`src/rtl/code_lock_pkg.sv`:
```
// code_lock_pkg: shared types for the code lock.
//   state_e - 3-bit FSM state type; the enum values are the encodings seen on
//             state_out.
//   max3    - helper used to size the shared timer.
package code_lock_pkg;

  typedef enum logic [2:0] {
    ST_IDLE    = 3'd0,
    ST_COLLECT = 3'd1,
    ST_CHECK   = 3'd2,
    ST_GRANTED = 3'd3,
    ST_LOCKOUT = 3'd4
  } state_e;

  function automatic int unsigned max3(input int unsigned a, input int unsigned b,
                                       input int unsigned c);
    int unsigned m;
    m = (a > b) ? a : b;
    return (m > c) ? m : c;
  endfunction

endpackage

```
`src/rtl/code_lock_timer.sv`:
```
// code_lock_timer: loadable down-counter with a zero flag.
// One counter is shared by the GRANTED and LOCKOUT durations and by the
// inter-digit entry timeout, because only one of them is ever running.
// Ports:
//   clk, rst     - clock, synchronous active-high reset (count -> 0)
//   load         - load load_val this cycle (wins over dec)
//   load_val     - value to load
//   dec          - decrement by one; the count holds at zero
//   done         - count is zero
module code_lock_timer #(
  parameter int TW = 8
) (
  input  logic          clk,
  input  logic          rst,
  input  logic          load,
  input  logic [TW-1:0] load_val,
  input  logic          dec,
  output logic          done
);

  logic [TW-1:0] cnt_q, cnt_d;

  always_comb begin
    cnt_d = cnt_q;
    if (load)                   cnt_d = load_val;
    else if (dec && !done)      cnt_d = cnt_q - 1'b1;
  end

  always_ff @(posedge clk) begin
    if (rst) cnt_q <= '0;
    else     cnt_q <= cnt_d;
  end

  assign done = (cnt_q == '0);

endmodule

```
`src/rtl/code_lock_fsm.sv`:
```
// code_lock_fsm: keypad code lock.
// Digits are shifted into an entry buffer. Once NUM_DIGITS digits have arrived,
// a one-cycle CHECK compares the buffer with code_ref. A match opens the door
// for OPEN_CYCLES cycles. A mismatch counts a failure, and after MAX_FAILS
// consecutive failures the lock enters a LOCKOUT of LOCKOUT_CYCLES cycles.
// Build option: define CODE_LOCK_LOCKOUT_EN to enable failure counting and
// lockout. Without it, a mismatch always returns to IDLE, locked_out stays 0,
// and fail_cnt stays 0.
// Ports:
//   clk, rst          - clock, synchronous active-high reset
//   digit_valid       - digit_in carries a digit this cycle
//   digit_in          - entered digit
//   clear             - abort the entry in progress (COLLECT only)
//   code_ref          - expected code, first digit in the MS digit
//   open_access_door  - 1 while GRANTED
//   locked_out        - 1 while LOCKOUT
//   state_out         - state register
//   fail_cnt          - consecutive failed checks
module code_lock_fsm
  import code_lock_pkg::*;
#(
  parameter int DIGIT_W        = 4,
  parameter int NUM_DIGITS     = 4,
  parameter int OPEN_CYCLES    = 15,
  parameter int ENTRY_TIMEOUT  = 32,
  parameter int MAX_FAILS      = 3,
  parameter int LOCKOUT_CYCLES = 64
) (
  input  logic                             clk,
  input  logic                             rst,
  input  logic                             digit_valid,
  input  logic [DIGIT_W-1:0]               digit_in,
  input  logic                             clear,
  input  logic [NUM_DIGITS*DIGIT_W-1:0]    code_ref,
  output logic                             open_access_door,
  output logic                             locked_out,
  output logic [2:0]                       state_out,
  output logic [$clog2(MAX_FAILS+1)-1:0]   fail_cnt
);

  localparam int BW = NUM_DIGITS * DIGIT_W;
  localparam int CW = $clog2(NUM_DIGITS + 1);
  localparam int FW = $clog2(MAX_FAILS + 1);
  localparam int TW = $clog2(max3(OPEN_CYCLES, LOCKOUT_CYCLES, ENTRY_TIMEOUT)) + 1;

  // Each duration loads N-1: the state then lasts N cycles and leaves on
  // the cycle where the counter reads zero.
  localparam logic [TW-1:0] T_OPEN  = TW'(OPEN_CYCLES - 1);
  localparam logic [TW-1:0] T_ENTRY = TW'(ENTRY_TIMEOUT - 1);
`ifdef CODE_LOCK_LOCKOUT_EN
  localparam logic [TW-1:0] T_LOCK  = TW'(LOCKOUT_CYCLES - 1);
`endif

  state_e        state_q, state_d;
  logic [BW-1:0] buf_q, buf_d;
  logic [CW-1:0] cnt_q, cnt_d;
  logic [FW-1:0] fail_q, fail_d;

  logic          tmr_load, tmr_dec, tmr_done;
  logic [TW-1:0] tmr_val;

`ifdef CODE_LOCK_LOCKOUT_EN
  logic [FW-1:0] fail_inc;
  assign fail_inc = fail_q + 1'b1;
`endif

  code_lock_timer #(.TW(TW)) u_timer (
    .clk      (clk),
    .rst      (rst),
    .load     (tmr_load),
    .load_val (tmr_val),
    .dec      (tmr_dec),
    .done     (tmr_done)
  );

  always_comb begin
    state_d  = state_q;
    buf_d    = buf_q;
    cnt_d    = cnt_q;
    fail_d   = fail_q;
    tmr_load = 1'b0;
    tmr_val  = '0;
    tmr_dec  = 1'b0;

    case (state_q)
      ST_IDLE: begin
        if (digit_valid) begin
          buf_d    = BW'(digit_in);
          cnt_d    = CW'(1);
          tmr_load = 1'b1;
          tmr_val  = T_ENTRY;
          state_d  = (NUM_DIGITS == 1) ? ST_CHECK : ST_COLLECT;
        end
      end

      ST_COLLECT: begin
        if (clear) begin
          state_d = ST_IDLE;
          buf_d   = '0;
          cnt_d   = '0;
        end else if (digit_valid) begin
          // Shift left and append: the first digit ends up in the MS slot.
          buf_d    = (buf_q << DIGIT_W) | BW'(digit_in);
          cnt_d    = cnt_q + 1'b1;
          tmr_load = 1'b1;
          tmr_val  = T_ENTRY;
          if (cnt_q == CW'(NUM_DIGITS - 1)) state_d = ST_CHECK;
        end else if (tmr_done) begin
          state_d = ST_IDLE;
          buf_d   = '0;
          cnt_d   = '0;
        end else begin
          tmr_dec = 1'b1;
        end
      end

      ST_CHECK: begin
        cnt_d = '0;
        if (buf_q == code_ref) begin
          state_d  = ST_GRANTED;
          fail_d   = '0;
          tmr_load = 1'b1;
          tmr_val  = T_OPEN;
        end else begin
`ifdef CODE_LOCK_LOCKOUT_EN
          fail_d = fail_inc;
          if (fail_inc == FW'(MAX_FAILS)) begin
            state_d  = ST_LOCKOUT;
            tmr_load = 1'b1;
            tmr_val  = T_LOCK;
          end else begin
            state_d = ST_IDLE;
          end
`else
          state_d = ST_IDLE;
`endif
        end
      end

      ST_GRANTED: begin
        if (tmr_done) state_d = ST_IDLE;
        else          tmr_dec = 1'b1;
      end

`ifdef CODE_LOCK_LOCKOUT_EN
      ST_LOCKOUT: begin
        if (tmr_done) begin
          state_d = ST_IDLE;
          fail_d  = '0;
        end else begin
          tmr_dec = 1'b1;
        end
      end
`endif

      // Unused encodings (and LOCKOUT when lockout is compiled out) recover.
      default: state_d = ST_IDLE;
    endcase
  end

  always_ff @(posedge clk) begin
    if (rst) begin
      state_q <= ST_IDLE;
      buf_q   <= '0;
      cnt_q   <= '0;
      fail_q  <= '0;
    end else begin
      state_q <= state_d;
      buf_q   <= buf_d;
      cnt_q   <= cnt_d;
      fail_q  <= fail_d;
    end
  end

  assign state_out        = state_q;
  assign open_access_door = (state_q == ST_GRANTED);
  assign locked_out       = (state_q == ST_LOCKOUT);
  assign fail_cnt         = fail_q;

endmodule

```
`config.mk`:
```
export PLATFORM = sky130hd
export DESIGN_NAME = code_lock_fsm
export DESIGN_NICKNAME = d
export VERILOG_FILES = /design/src/rtl/code_lock_pkg.sv /design/src/rtl/code_lock_timer.sv /design/src/rtl/code_lock_fsm.sv
export SDC_FILE = /design/constraint.sdc
export NUM_CORES = 1
export LEC_CHECK = 0
export CORE_ASPECT_RATIO = 1.4
export CORE_MARGIN = 10
export CORE_UTILIZATION = 42
export DETAILED_ROUTE_END_ITERATION = 12
export PLACE_DENSITY = 0.67
export SLEW_MARGIN = 20
export SYNTH_ARGS = -nofsm -noshare
export SYNTH_HDL_FRONTEND = slang
export SYNTH_HIERARCHICAL = 1
export SYNTH_SLANG_ARGS = --single-unit
```
`constraint.sdc`:
```
create_clock -name clk -period 6.7 [get_ports clk]
set_clock_uncertainty 0.1 [all_clocks]
set_input_delay 2.01 -clock clk [delete_from_list [all_inputs] [get_ports clk]]
set_output_delay 2.01 -clock clk [all_outputs]
set_load 0.01 [all_outputs]
```
==> run metrics, run 1 <==
Area Overhead vs Synth=22.7%; Required @ worst endpoint=6.78 ns; PortBufs=28; synth unique cells=55; Synth warnings=6; Post-Synth Simple-Gate Area=24.6%; area share of fa/ha/maj cells after synthesis=~2.3%; most common cell after layout, fill and taps aside=dfxtp_1; row count=26; sequential share of power=about 48%; WP buf/inv=1; Resized Gates After CTS=0; clk slew on worst S/H paths=approximately 0.06 ns; Mapped Area=0.00163 mm^2; Crit path max-delay family=simple AND/OR/NAND/NOR gates; Max FO, Critical Path=8; Top Layer Used=met4; maximum VDD drop=about 0.12 mV; final wirelength=~3.8 mm; final instance area=0.00200 mm^2; worst slew pin tran=1.05 ns; die area=0.00681 mm^2; Starting Density=between 40 and 50%; XOR/XNOR share of the synthesized area=9.14%; FF+latch count, synth=29; Post-DP HPWL=around 3.0 mm; nets=240; DR WL met2=just over 2 mm; Overflow after GRT=0; Syn Inst Count=183; Net Sw Frac=26.8%; sw power=101 uW; Met3 Routed Length=approximately 140 um; Root Buffer=clkbuf_8; Comb pwr share=14.7%; Post-CTS Setup Bufs=0; CP Class=input pin to register; main combinational cell family by area after synthesis=simple AND/OR/NAND/NOR gates; critical path capture point type=register; CTS H-tree depth=2; most frequent cells in the layout=dfxtp_1, clkdlybuf4s50_1, nor2_1, xor2_1; mux cell area share after synthesis=less than 1%; Fill cells=approximately 360; Final setup violation count=0; IO Count=31; Mapped Avg Cell Area=8.90 um^2; Vias=approximately 1400; placed inst area=roughly 0.0019 mm^2; via/cell ratio=5.46; vias in the first global route=1405; Final TNS setup=0 ns; DRC violations left=0; antenna viol nets, final=0; die height=93.7 um; Clock Tree Buf Depth=2; Max Cap Viol=0; clk_lat worst skew=0.28 ns; number of synthesized flops with an enable pin=0; CP peak stage delay=0.56 ns; RSZ-0062 raised after global routing=false; global-route wire length before repair=6.44 mm; placed cell count=248; Tightest Hold Check Type=register to register; final hold vios=0; CTS Hold Bufs=0; CTS buffer count=5; Clock Sinks=29; CP cell instances=clkdlybuf4s50_1 -> o21bai_1 -> nor3b_1 -> or3b_2 -> nor4_1 -> nand2b_1 -> a311oi_1; Power Internal=277 uW; DRT met1 WL=~1.6 mm; Max Slew Vio Count=0; asr flop ratio synth=0%; max_slew headroom=around 30%; Power Density=189 mW/mm^2; clock share of power=a little under two fifths; Synth Area in Compound Gates=21.5%; status=completed; Setup crit start kind=input pin; core area=between 0.003 and 0.004 mm^2; min Tclk post-route=~4.1 ns; 1st-iter DRT viols=79; CTS tree=built; Total GRT Usage=11.6%; CP max stage cell=clkdlybuf4s50_1; die width=around 73 um; Leak=roughly 0.75 nW; highest clock rate=241 MHz; Top FF cell, synth=dfxtp_1; initial antenna violation count=0; Tcrit/Tclk final=61.9%; data arrival time of the worst path=4.22 ns; ANT cells=0; share of cells above drive strength 1=11.2%; Final Power=between 300 and 400 uW; router iterations before antenna repair=4; final non-filler cell total=256; routability cong.=0.866; register area share after synthesis=35.6%; drt wl/cell=14.8 um; maximum number of pins on one net before global-route repair=29
[metrics by stage]
stage	hold WS, ns	util, %	worst slack (ns)
after global placement	0.348	51.6	2.32
final	0.373	53.9	2.56
after global routing	0.394	53.9	2.31
after detailed placement	0.363	51.6	2.28
after CTS	0.379	53.9	2.54
after floorplan	0.342	-	3.07
[power by group through the flow]
stage	Combinational [mW]	Clock (mW)	Sequential (mW)
after floorplan	0.0339	0	0.186
after global placement	0.0548	0	0.187
after detailed placement	0.0559	0	0.187
after CTS	0.0562	0.144	0.184
after global routing	0.0618	0.152	0.184
final	0.0555	0.140	0.183
[Yosys cell counts (all sizes together), types with 2 or more instances]
master	n	area, um^2
dfxtp	29	581
nor2	22	82.6
xor2	16	140
a22oi	12	95.1
nand2	11	41.3
inv	9	33.8
a21oi	8	47.6
buf	7	56.3
nand3	7	35.0
o21ai	6	33.8
nor3	5	36.3
nor4	5	31.3
o21a	4	30.0
ha	3	37.5
nand2b	3	28.8
nor3b	3	27.5
nor4b	3	47.5
o21bai	3	26.3
a311oi	2	23.8
a32o	2	20.0
clkbuf	2	7.51
o31ai	2	15.0
or4	2	16.3
[cell families (layout without fill, tap and decap cells)]
kind of cell | after synthesis | after routing
compound gates | 46 | 46
xor+xnor | 17 | 17
fa+ha+maj | 3 | 3
buf+inv | 18 | 45
flops | 29 | 29
mux | 1 | 1
other cells | 1 | 5
simple gates | 68 | 68
[worst paths after layout]
check / from / end / slack [ns] / cells after the start
worst max register to register: u_timer/cnt_q[0] / u_timer/cnt_q[5] / 4.07 / 9
worst max-delay path: digit_valid / u_timer/cnt_q[5] / 2.56 / 7
worst min register to register: cnt_q[2] / cnt_q[2] / 0.37 / 1
worst min-delay path: cnt_q[2] / cnt_q[2] / 0.37 / 1
[metal layers]
metal / track usage [%] / up-vias
met5: 0 / -
met4: 4.60 / 0
met3: 3.49 / 8
met2: 20.4 / 27
met1: 12.6 / 653
li1: - / 711
[registers in the layout, summed over array words and instances, names as in the netlist]
name / flops
u_timer/cnt_q: 7
buf_q: 16
state_out: 3
cnt_q: 3
[final cells by class]
cell class / count / area [um^2] / share of cell area, %
clock buffers: 5 / 68.8 / 3.44
clock inverters: 3 / 17.5 / 0.876
inverters: 9 / 33.8 / 1.69
multi-input cells: 140 / 966 / 48.3
flip-flops and latches: 29 / 581 / 29.0
well taps: 42 / 52.6 / 2.63
repair buffers: 28 / 280 / 14.0
Power figures use the tool's default switching activity.
==> inputs of run 2 (changes only) <==
- PLACE_DENSITY: 0.67 -> 0.69
- clock period: 6.7 -> 3.42 ns (I/O delays scaled with it)
==> run metrics, run 2 (synthesis results as in run 1) <==
status=completed (unchanged); Clock Sinks=29 (unchanged); CTS Hold Bufs=0 (unchanged); Comb pwr share=15.2% (was 14.7%); die area=0.00681 mm^2 (unchanged); Max Slew Vio Count=0 (unchanged); CP peak stage delay=0.54 ns (was 0.56 ns); Power Internal=540 uW (was 277 uW); Largest register FFs=16 (unchanged); final non-filler cell total=258 (was 256); Area Overhead vs Synth=23.8% (was 22.7%); global-route wire length before repair=6.72 mm (was 6.44 mm); Top reg by flops=buf_q (unchanged); final wirelength=3.73 mm (was 3.79 mm); core area=0.00371 mm^2 (unchanged); Hold Path Cell Cnt=1 (unchanged); nets=244 (was 240); Post-CTS Setup Bufs=0 (unchanged); CTS H-tree depth=2 (unchanged); Total GRT Usage=12.3% (was 11.6%); Leak=0.770 nW (was 0.755 nW); most common cell after layout, fill and taps aside=dfxtp_1 (unchanged); final instance area=0.00202 mm^2 (was 0.00200 mm^2); CP max stage cell=or3b_2 (was clkdlybuf4s50_1); maximum VDD drop=0.271 mV (was 0.123 mV); Required @ worst endpoint=3.51 ns (was 6.78 ns); Max FO, Critical Path=5 (was 8); ANT cells=0 (unchanged); row count=26 (unchanged); routability cong.=0.838 (was 0.866); IO Count=31 (unchanged); Vias=1374 (was 1399); Power Density=363 mW/mm^2 (was 189 mW/mm^2); Crit path max-delay family=simple AND/OR/NAND/NOR gates (unchanged); initial antenna violation count=0 (unchanged); maximum number of pins on one net before global-route repair=18 (was 29); clock share of power=35.7% (was 36.9%); 1st-iter DRT viols=56 (was 79); clk_lat worst skew=0.28 ns (about the same); Final setup violation count=0 (unchanged); data arrival time of the worst path=3.04 ns (was 4.22 ns); CTS tree=built (unchanged); Crit path depth=7 (unchanged); CP Class=input pin to register (unchanged); WP buf/inv=1 (unchanged); die height=93.7 um (unchanged); Tightest Hold Check Type=register to register (unchanged); Net Sw Frac=26.2% (was 26.8%); Resized Gates After CTS=0 (unchanged); largest registers=buf_q (16), u_timer/cnt_q (7) (unchanged); final worst setup slack=0.473 ns (was 2.56 ns); Final TNS setup=0 ns (unchanged); max_slew headroom=54.7% (was 30.0%); sequential share of power=49.1% (was 48.4%); DRC violations left=0 (unchanged); clk slew on worst S/H paths=0.06 ns (about the same); vias in the first global route=1475 (was 1405); sw power=192 uW (was 101 uW); CTS buffer count=5 (unchanged); Starting Density=43.9% (unchanged); Final Power=732 uW (was 379 uW); router iterations before antenna repair=4 (unchanged); CP cell instances=clkdlybuf4s50_1 -> o21bai_1 -> nor3b_1 -> or3b_2 -> nor4_1 -> nand2b_1 -> a311oi_1 (unchanged); Overflow after GRT=0 (unchanged); RSZ-0062 raised after global routing=false (unchanged); drt wl/cell=14.5 um (was 14.8 um); most frequent cells in the layout=dfxtp_1, clkdlybuf4s50_1, nor2_1, xor2_1 (unchanged); final hold vios=0 (unchanged); Final Core Density=54.4% (was 53.9%); via/cell ratio=5.33 (was 5.46); Setup crit start kind=input pin (unchanged); Post-DP HPWL=2.83 mm (was 2.98 mm); Root Buffer=clkbuf_8 (unchanged); Worst Reg2Reg Path Length in Cells=9 (unchanged); min Tclk post-route=between 2 and 3 ns; die width=72.6 um (unchanged); highest clock rate=339 MHz; pre-CTS WS=0.179 ns (was 2.28 ns); Hold WS=0.369 ns (was 0.373 ns); antenna viol nets, final=0 (unchanged); critical path capture point type=register (unchanged); Tcrit/Tclk final=86.2%; worst slew pin tran=0.677 ns (was 1.05 ns); PortBufs=28 (unchanged); share of cells above drive strength 1=12.0% (was 11.2%); placed cell count=252 (was 248); placed inst area=0.00194 mm^2 (was 0.00191 mm^2); Clock Tree Buf Depth=2 (unchanged); Max Cap Viol=0 (unchanged)
-- run 2: area by class of cell --
class	instances	area, um^2
Clock buffer	5	68.8
Clock inverter	1	5.00
Fill cell	353	1690
Inverter	9	33.8
Multi-Input combinational cell	140	966
Sequential cell	29	581
Tap cell	42	52.6
Timing Repair Buffer	32	310
-- run 2: metal layers --
| metal | up-vias | global-route usage, % | part of all wire (%) |
|---|---|---|---|
| met5 | - | 0 | 0 |
| met4 | 0 | 5.24 | 2.0 |
| met3 | 7 | 4.97 | 5.7 |
| met2 | 31 | 20.3 | 51 |
| met1 | 617 | 13.5 | 41 |
| li1 | 719 | - | - |
-- run 2: power groups by stage --
stage,logic [mW],registers [mW],clock network (mW)
after CTS,0.113,0.359,0.268
after floorplan,0.0665,0.364,0
after global routing,0.125,0.362,0.286
after global placement,0.112,0.367,0
after detailed placement,0.112,0.367,0
final,0.111,0.359,0.261
-- run 2: path summary, 6_finish.rpt --
kind | endpoint | slack, ns | start
worst max-delay path | u_timer/cnt_q[5] | 0.47 | clear
worst min-delay path | cnt_q[2] | 0.37 | cnt_q[2]
worst min register to register | cnt_q[2] | 0.37 | cnt_q[2]
worst max register to register | u_timer/cnt_q[5] | 0.87 | u_timer/cnt_q[0]
